File: config.mk
export PLATFORM = sky130hd
export DESIGN_NAME = seg7_scan_decoder_flat
export DESIGN_NICKNAME = d
export VERILOG_FILES = /design/src/rtl/seg7_scan_decoder_if.sv /design/src/rtl/seg7_scan_decoder.sv /design/src/flat_wrapper.sv
export SDC_FILE = /design/constraint.sdc
export NUM_CORES = 1
export LEC_CHECK = 0
export BUFFER_PORTS_ARGS = -buffer_cell sky130_fd_sc_hd__buf_2
export CORE_UTILIZATION = 50
export DETAILED_ROUTE_END_ITERATION = 7
export HOLD_SLACK_MARGIN = 0.03
export PLACE_DENSITY_LB_ADDON = 0.15
export SYNTH_ARGS = -nofsm -noshare
export SYNTH_HDL_FRONTEND = slang
export SYNTH_SLANG_ARGS = --single-unit
File: constraint.sdc
create_clock -name clock -period 2.1 [get_ports clock]
set_clock_uncertainty 0.05 [all_clocks]
set_input_delay 0.21 -clock clock [delete_from_list [all_inputs] [get_ports clock]]
set_output_delay 0.21 -clock clock [all_outputs]
set_load 0.03 [all_outputs]
File: src/rtl/seg7_scan_decoder_if.sv
// Multiplexed 7-segment bus as seen by the scan decoder: the display side drives
// digit_sel/segments and the decoder returns the reconstructed value and status.
interface seg7_scan_decoder_if #(
    parameter int NDIG = 8
);
    logic [NDIG-1:0]   digit_sel;
    logic [6:0]        segments;
    logic [NDIG*4-1:0] value;
    logic              frame_valid;
    logic              bad_pattern;
    logic              bad_select;
    logic [NDIG-1:0]   digit_seen;

    modport master (
        output digit_sel, segments,
        input  value, frame_valid, bad_pattern, bad_select, digit_seen
    );

    modport slave (
        input  digit_sel, segments,
        output value, frame_valid, bad_pattern, bad_select, digit_seen
    );
endinterface

File: src/rtl/seg7_scan_decoder.sv
// Reads back a time-multiplexed hex display: de-glitches each digit with a
// stability run counter, decodes glyphs to nibbles and publishes full frames.
module seg7_scan_decoder #(
    parameter int NDIG   = 8,
    parameter int STABLE = 3
) (
    input  logic                clock,
    input  logic                reset,
    seg7_scan_decoder_if.slave  bus
);
    localparam int SW = NDIG + 7;
    localparam logic [7:0] RUN_MAX = 8'(STABLE);
    localparam logic [7:0] RUN_CAP = 8'(STABLE - 2);

    logic [SW-1:0]     samp_reg;
    logic [7:0]        run_reg;
    logic [7:0]        run_next;
    logic [3:0]        shadow_reg [NDIG];
    logic [NDIG*4-1:0] shadow_flat;
    logic [NDIG*4-1:0] value_reg;
    logic [NDIG-1:0]   digit_seen_reg;
    logic              frame_valid_reg;
    logic              bad_pattern_reg;
    logic              bad_select_reg;

    logic [SW-1:0]   sample_in;
    logic            same;
    logic            capture;
    logic [NDIG-1:0] samp_sel;
    logic [6:0]      samp_seg;
    logic            one_hot;
    logic            legal;
    logic [3:0]      nibble;
    logic [NDIG-1:0] digit_hit;
    logic            frame_done;

    assign sample_in = {bus.digit_sel, bus.segments};
    assign same      = (sample_in == samp_reg);
    assign samp_sel  = samp_reg[SW-1:7];
    assign samp_seg  = samp_reg[6:0];
    assign one_hot   = (samp_sel != '0) && ((samp_sel & (samp_sel - 1'b1)) == '0);
    // The incoming sample matching samp is the sample that brings run to STABLE-1.
    assign capture   = same && (run_reg == RUN_CAP);
    assign frame_done = &digit_seen_reg;

    always_comb begin
        run_next = 8'd0;
        if (same) begin
            run_next = (run_reg == RUN_MAX) ? RUN_MAX : run_reg + 8'd1;
        end
    end

    always_comb begin
        legal  = 1'b1;
        nibble = 4'h0;
        unique case (samp_seg)
            7'h3F: nibble = 4'h0;
            7'h06: nibble = 4'h1;
            7'h5B: nibble = 4'h2;
            7'h4F: nibble = 4'h3;
            7'h66: nibble = 4'h4;
            7'h6D: nibble = 4'h5;
            7'h7D: nibble = 4'h6;
            7'h07: nibble = 4'h7;
            7'h7F: nibble = 4'h8;
            7'h6F: nibble = 4'h9;
            7'h77: nibble = 4'hA;
            7'h7C: nibble = 4'hB;
            7'h39: nibble = 4'hC;
            7'h5E: nibble = 4'hD;
            7'h79: nibble = 4'hE;
            7'h71: nibble = 4'hF;
            default: legal = 1'b0;
        endcase
    end

    always_ff @(posedge clock) begin
        if (reset) begin
            samp_reg        <= '0;
            run_reg         <= 8'd0;
            value_reg       <= '0;
            frame_valid_reg <= 1'b0;
            bad_pattern_reg <= 1'b0;
            bad_select_reg  <= 1'b0;
        end else begin
            samp_reg        <= sample_in;
            run_reg         <= run_next;
            frame_valid_reg <= frame_done;
            bad_pattern_reg <= capture && one_hot && !legal;
            bad_select_reg  <= capture && !one_hot;
            if (frame_done) begin
                value_reg <= shadow_flat;
            end
        end
    end

    genvar gi;
    generate
        for (gi = 0; gi < NDIG; gi++) begin : g_digit
            assign digit_hit[gi] = capture && one_hot && legal && samp_sel[gi];
            assign shadow_flat[gi*4 +: 4] = shadow_reg[gi];

            // A completed frame restarts collection, keeping any capture from the same cycle.
            always_ff @(posedge clock) begin
                if (reset) begin
                    shadow_reg[gi]     <= 4'h0;
                    digit_seen_reg[gi] <= 1'b0;
                end else begin
                    if (digit_hit[gi]) begin
                        shadow_reg[gi] <= nibble;
                    end
                    if (frame_done) begin
                        digit_seen_reg[gi] <= digit_hit[gi];
                    end else if (digit_hit[gi]) begin
                        digit_seen_reg[gi] <= 1'b1;
                    end
                end
            end
        end
    endgenerate

    assign bus.value       = value_reg;
    assign bus.frame_valid = frame_valid_reg;
    assign bus.bad_pattern = bad_pattern_reg;
    assign bus.bad_select  = bad_select_reg;
    assign bus.digit_seen  = digit_seen_reg;
endmodule

File: src/flat_wrapper.sv
// flat-port wrapper written by rule: the top's interface ports become plain ports
module seg7_scan_decoder_flat 
#(
    parameter int NDIG   = 8,
    parameter int STABLE = 3
)
  (clock, reset, bus_digit_sel, bus_segments, bus_value, bus_frame_valid, bus_bad_pattern, bus_bad_select, bus_digit_seen);
  seg7_scan_decoder_if #(.NDIG(NDIG)) bus_i ();
  input  logic clock;
  input  logic reset;
  input wire logic [$bits(bus_i.digit_sel)-1:0] bus_digit_sel;
  input wire logic [$bits(bus_i.segments)-1:0] bus_segments;
  output wire logic [$bits(bus_i.value)-1:0] bus_value;
  output wire logic [$bits(bus_i.frame_valid)-1:0] bus_frame_valid;
  output wire logic [$bits(bus_i.bad_pattern)-1:0] bus_bad_pattern;
  output wire logic [$bits(bus_i.bad_select)-1:0] bus_bad_select;
  output wire logic [$bits(bus_i.digit_seen)-1:0] bus_digit_seen;
  assign bus_i.digit_sel = bus_digit_sel;
  assign bus_i.segments = bus_segments;
  assign bus_value = bus_i.value;
  assign bus_frame_valid = bus_i.frame_valid;
  assign bus_bad_pattern = bus_i.bad_pattern;
  assign bus_bad_select = bus_i.bad_select;
  assign bus_digit_seen = bus_i.digit_seen;
  seg7_scan_decoder #(.NDIG(NDIG), .STABLE(STABLE)) u_core (.clock(clock), .reset(reset), .bus(bus_i));
endmodule
==> results of run 1 <==
-- kinds of logic (layout without fill, tap and decap cells) --
group / Yosys count / count (layout) / share of synthesized area (%)
AO/OA/AOI/OAI: 67 / 67 / 12.3
XOR/XNOR: 22 / 22 / 4.51
adder cells (fa/ha/maj): 2 / 2 / 0.586
buffers and inverters: 41 / 151 / 4.63
flip-flops: 98 / 98 / 53.5
multiplexers: 1 / 1 / 0.528
AND/OR/NAND/NOR: 201 / 201 / 24.0
-- area by class of cell --
| cell class | count | share of cell area (%) |
|---|---|---|
| Clock buffer | 10 | 2.20 |
| Clock inverter | 6 | 1.27 |
| Inverter | 12 | 0.778 |
| Multi-Input combinational cell | 293 | 38.5 |
| Sequential cell | 98 | 39.7 |
| Tap cell | 105 | 2.27 |
| Timing Repair Buffer | 123 | 15.3 |
-- worst register-to-register path: cells and delay by family (launching register included) --
kind	cells	cell delay, ns
flops	1	0.33
compound gates	2	0.46
buf+inv	1	0.20
simple gates	3	0.87
-- layout by cell type, fill, tap and decap left out, types with 3 or more instances in the layout --
| cell | count |
|---|---|
| o31ai_2 | 4 |
| nor2b_1 | 16 |
| dlygate4sd3_1 | 4 |
| clkbuf_8 | 9 |
| nand3b_1 | 3 |
| o31ai_4 | 10 |
| nand4_1 | 13 |
| buf_4 | 51 |
| nor4_1 | 6 |
| a21oi_1 | 33 |
| xor2_1 | 8 |
| nor3_2 | 15 |
| nand3_1 | 15 |
| dfxtp_2 | 5 |
| buf_6 | 3 |
| edfxtp_1 | 32 |
| xnor2_1 | 12 |
| nor3_4 | 17 |
| nor3_1 | 5 |
| dfxtp_4 | 3 |
| inv_1 | 12 |
| clkbuf_16 | 3 |
| and3_1 | 3 |
| buf_12 | 3 |
| dfxtp_1 | 58 |
| nand2_1 | 80 |
| nor2_1 | 7 |
| buf_2 | 59 |
-- per-stage QoR --
stage	TNS [ns]	area (um^2)
floorplan	-3.31	4360
global placement	-2.28	5070
detailed placement	-3.97	5070
CTS	-1.29	5350
global route	-6.68	5790
finish	-2.91	5790
-- worst paths after layout --
check / endpoint / slack [ns] / depth (start not counted)
worst min-delay path: u_core.samp_reg[10] / 0.04 / 2
worst min register to register: bus_value[10] / 0.40 / 2
worst max register to register: u_core.shadow_reg[0][0] / -0.13 / 6
worst max-delay path: u_core.shadow_reg[0][0] / -0.13 / 6
-- power by group --
part	internal (mW)	switching [mW]	leakage, nW	total (mW)
registers	1.99	0.0329	0.862	2.02
clock network	0.569	0.671	0.103	1.24
logic	0.137	0.171	1.35	0.307
-- metal layers --
metal	vias to the layer above	global-route usage, %	part of all wire (%)
li1	1743	-	-
met3	16	3.30	4.5
met2	105	38.0	51
met4	0	8.08	1.9
met1	1730	29.1	43
met5	-	0	0
-- what timing repair did --
item | in CTS | in global routing
endpoints found under the setup margin | 46 | 69
gates cloned | 0 | 4
setup buffers | 3 | 0
hold buffers | 4 | 0
endpoints found under the hold margin | 4 | 0
pin swaps | 6 | 38
gates resized for setup | 11 | 70
==> results.tsv, run 1 <==
metric	value	unit
hold_path_class	in -> reg	
worst_slack	-0.127	ns
setup_viol	34	
portBuffers	59	
ios	60	
wirelength	10500	um
required	2.10	ns
grt_max_degree	57	
path_buf_inv	1	
dr.first_iter.drc_count	213	
dieArea	8910	um^2
place_congestion	0.950	
hp-start	bus_digit_sel[3]	
synth-main-ff-cell	dfxtp_1	
clockBufferDepth	2	
avgSynthCellArea	9.88	um^2
initial_utilization	51.7	%
layout.cells.non_filler	647	
cts_sinks	98	
rsz0062_at_grt	yes	
synth_fp_nets	451	
cts_buffers	9	
syn2layout_area_growth	35.7	%
layout_min_cycle_time	2.23	ns
cellPowerDensity	616	nW/um^2
grt_usage	22.4	%
synth_area	4270	um^2
drt-pass1-iter-count	5	
synth-seq-cells	98	
hpwl	6660	um
final_util	70.1	%
reg2reg_from	u_core.run_reg[6]	
num_rows	33	
cpPeakStageDelay	0.54	ns
violations	negative setup slack	
synth_area_leaders	dfxtp_1 (31%), edfxtp_1 (23%), nand2_1 (7.0%), nor3_1 (4.2%), a21oi_1 (4.0%)	
startpoint_type	flip-flop	
max_freq	449	MHz
arrival	2.22	ns
seqCellArea	2300	um^2
slew_violations	0	
path_clk_slew	0.10	ns
fillers	643	
crit_family	simple AND/OR/NAND/NOR gates	
synth-edff-count	32	
dp.cells	621	
worst_pin_slew	0.758	ns
vias	3594	
final_nets	556	
synth_most_common_cell	nand2_1	
cts_tree	done	
synthCells	432	
die_w	94.4	um
cts-root-buf	clkbuf_8	
maxCapViolations	0	
finalHoldViolCount	0	
finalCritPeriodShare	106	%
ant_nets	0	
path_cells	or4_4, nor3_4, and2_4, o2111ai_4, buf_12, o31ai_4	
async_flop_share	0	%
dp_worst_setup_slack	-0.126	ns
antenna_cells	0	
multi_input_area	2230	um^2
wire_per_inst	16.2	um
grt_pass1_vias	3205	
outcome	complete, but fails checks	
die_h	94.4	um
clock_latency	0.36	ns
drive_gt1_share	38.9	%
endpoint_kind	flip-flop	
post-synth-top-area-cell	dfxtp_1	
grt-ovfl-total	0	
antenna_found_initial	0	
avgViaCountPerCell	5.55	
synth_top_area_share	31.0	%
synth_cell_type_count	52	
grt_pass1_wl	15400	um
ys_warn_count	0	
synth_seq_area_share	53.5	%
hold_ws	0.0361	ns
criticalPathCategory	reg -> reg	
cp_slowest_cell	or4_4	
ys_top_cells_by_count	nand2_1 (80), dfxtp_1 (66), nor3_1 (36), a21oi_1 (34), edfxtp_1 (32)	
cp_max_fo	6	
ir_worst_vdd	348	uV
cts_max_level	3	
leakage	2.32	nW
core_area	8260	um^2
power	3.57	mW
startpoint	u_core.run_reg[6]	
slew_headroom	49.5	%
drc	0	
No activity file was read; power rests on OpenSTA's default activity.
==> inputs of run 2 (changes only) <==
ABC_AREA = 1   (was unset)
==> results.tsv, run 2 <==
metric	value	unit
wirelength	8270	um
drt-pass1-iter-count	4	
synth_cell_type_count	27	
ys_warn_count	0	
grt-ovfl-total	0	
worst_slack	0.0968	ns
max_freq	499	MHz
wire_per_inst	11.9	um
layout_min_cycle_time	2.00	ns
leakage	2.32	nW
dr.first_iter.drc_count	158	
synth_most_common_cell	nor2_1	
place_congestion	0.851	
die_w	92.4	um
vias	3335	
synth_fp_nets	528	
cts_max_level	3	
synth_seq_area_share	55.8	%
tns	0	ns
clock_latency	0.35	ns
cellPowerDensity	681	nW/um^2
synthCells	509	
synth_area	4090	um^2
dieArea	8540	um^2
hold_ws	0.0499	ns
startpoint_type	flip-flop	
ios	60	
num_rows	32	
worst_pin_slew	0.392	ns
dp_worst_setup_slack	0.0479	ns
avgViaCountPerCell	4.81	
antenna_cells	0	
cts-root-buf	clkbuf_8	
antenna_found_initial	0	
grt_pass1_wl	14200	um
synth-seq-cells	98	
final_area	4880	um^2
arrival	2.02	ns
cts_tree	done	
endpoint_kind	flip-flop	
outcome	finished clean	
drc	0	
grt_max_degree	33	
syn2layout_area_growth	19.4	%
avgSynthCellArea	8.03	um^2
ir_worst_vdd	380	uV
initial_utilization	52.4	%
async_flop_share	0	%
layout.cells.non_filler	694	
cts_sinks	98	
post-synth-top-area-cell	dfxtp_1	
synth_area_leaders	dfxtp_1 (32%), edfxtp_1 (24%), nor2_1 (14%), nand2_1 (9.5%), o21ai_0 (4.2%)	
hold_path_class	in -> reg	
slew_violations	0	
cp_max_fo	10	
hpwl	5960	um
clockBufferDepth	2	
required	2.12	ns
ant_nets	0	
final_util	62.5	%
cts_buffers	9	
regToRegSetupSlack	0.1	ns
power	3.32	mW
criticalPathCategory	reg -> reg	
grt_usage	21.3	%
final_common_cell	nor2_1	
maxCapViolations	0	
synth_top_area_share	32.3	%
synth-main-ff-cell	dfxtp_1	
path_clk_slew	0.09	ns
dp.cells	664	
drive_gt1_share	20.4	%
core_area	7810	um^2
final_cell_mix	nor2_1 (145), nand2_1 (96), dfxtp_1 (62)	
dpl-instance-area	4530	um^2
finalHoldViolCount	0	
finalCritPeriodShare	95.4	%
setup_viol	0	
synth-edff-count	32	
portBuffers	59	
slew_headroom	73.6	%
ys_top_cells_by_count	nor2_1 (149), nand2_1 (104), dfxtp_1 (66), inv_1 (39), o21ai_0 (34)	
die_h	92.4	um
grt_pass1_vias	3131	
final_nets	606	
[run 2: cell families (layout without fill, tap and decap cells)]
group	after synthesis	after routing	synth area share, %
flip-flops	98	98	55.8
AO/OA/AOI/OAI	38	38	4.65
XOR/XNOR	6	6	1.29
buffers and inverters	58	141	5.51
adder cells (fa/ha/maj)	2	2	0.612
AND/OR/NAND/NOR	307	307	32.1
[run 2: report_power, final]
part	internal, mW	leakage, nW	switching (mW)	total (mW)
clock network	0.453	0.0957	0.680	1.13
registers	1.99	0.870	0.0318	2.02
logic	0.0691	1.35	0.102	0.171
[run 2: worst paths after layout]
path / startpoint / end / depth (start not counted)
setup reg to reg: u_core.samp_reg[6] / u_core.shadow_reg[2][1] / 9
setup / recovery: u_core.samp_reg[6] / u_core.shadow_reg[2][1] / 9
hold / removal: bus_segments[4] / u_core.samp_reg[4] / 3
hold reg to reg: u_core.shadow_reg[2][7] / bus_value[23] / 2
[run 2: what timing repair did]
action / 4_1_cts / 5_1_grt
endpoints found under the setup margin: 0 / 50
setup buffers: 0 / 5
resized for setup: 0 / 16
hold buffers: 8 / 1
hold endpoints to repair: 8 / 1
[run 2: cell type report]
| type | count | area (um^2) |
|---|---|---|
| fill | 723 | 2930 |
| sequential | 98 | 2290 |
| multi-input combinational | 353 | 1620 |
| timing repair buffer | 83 | 498 |
| inverter | 42 | 158 |
| tap | 102 | 128 |
| clock buffer | 9 | 124 |
| clock inverter | 7 | 66.3 |
[run 2: worst max-delay path: stages, from the launching register on]
cell and delay, ns:
dfxtp_1 0.44, nand2_2 0.09, nor2_2 0.22, nand3_2 0.14, nand3_2 0.17, nor2_8 0.08
nand3_4 0.12, and2_4 0.21, nand2_1 0.08, nand2_2 0.12
[run 2: routing by layer]
layer / GRT usage (%) / wire length, um
met1: 28.8 / 4190
met2: 33.8 / 3630
met3: 4.84 / 350
met4: 7.03 / 95
met5: 0 / 0
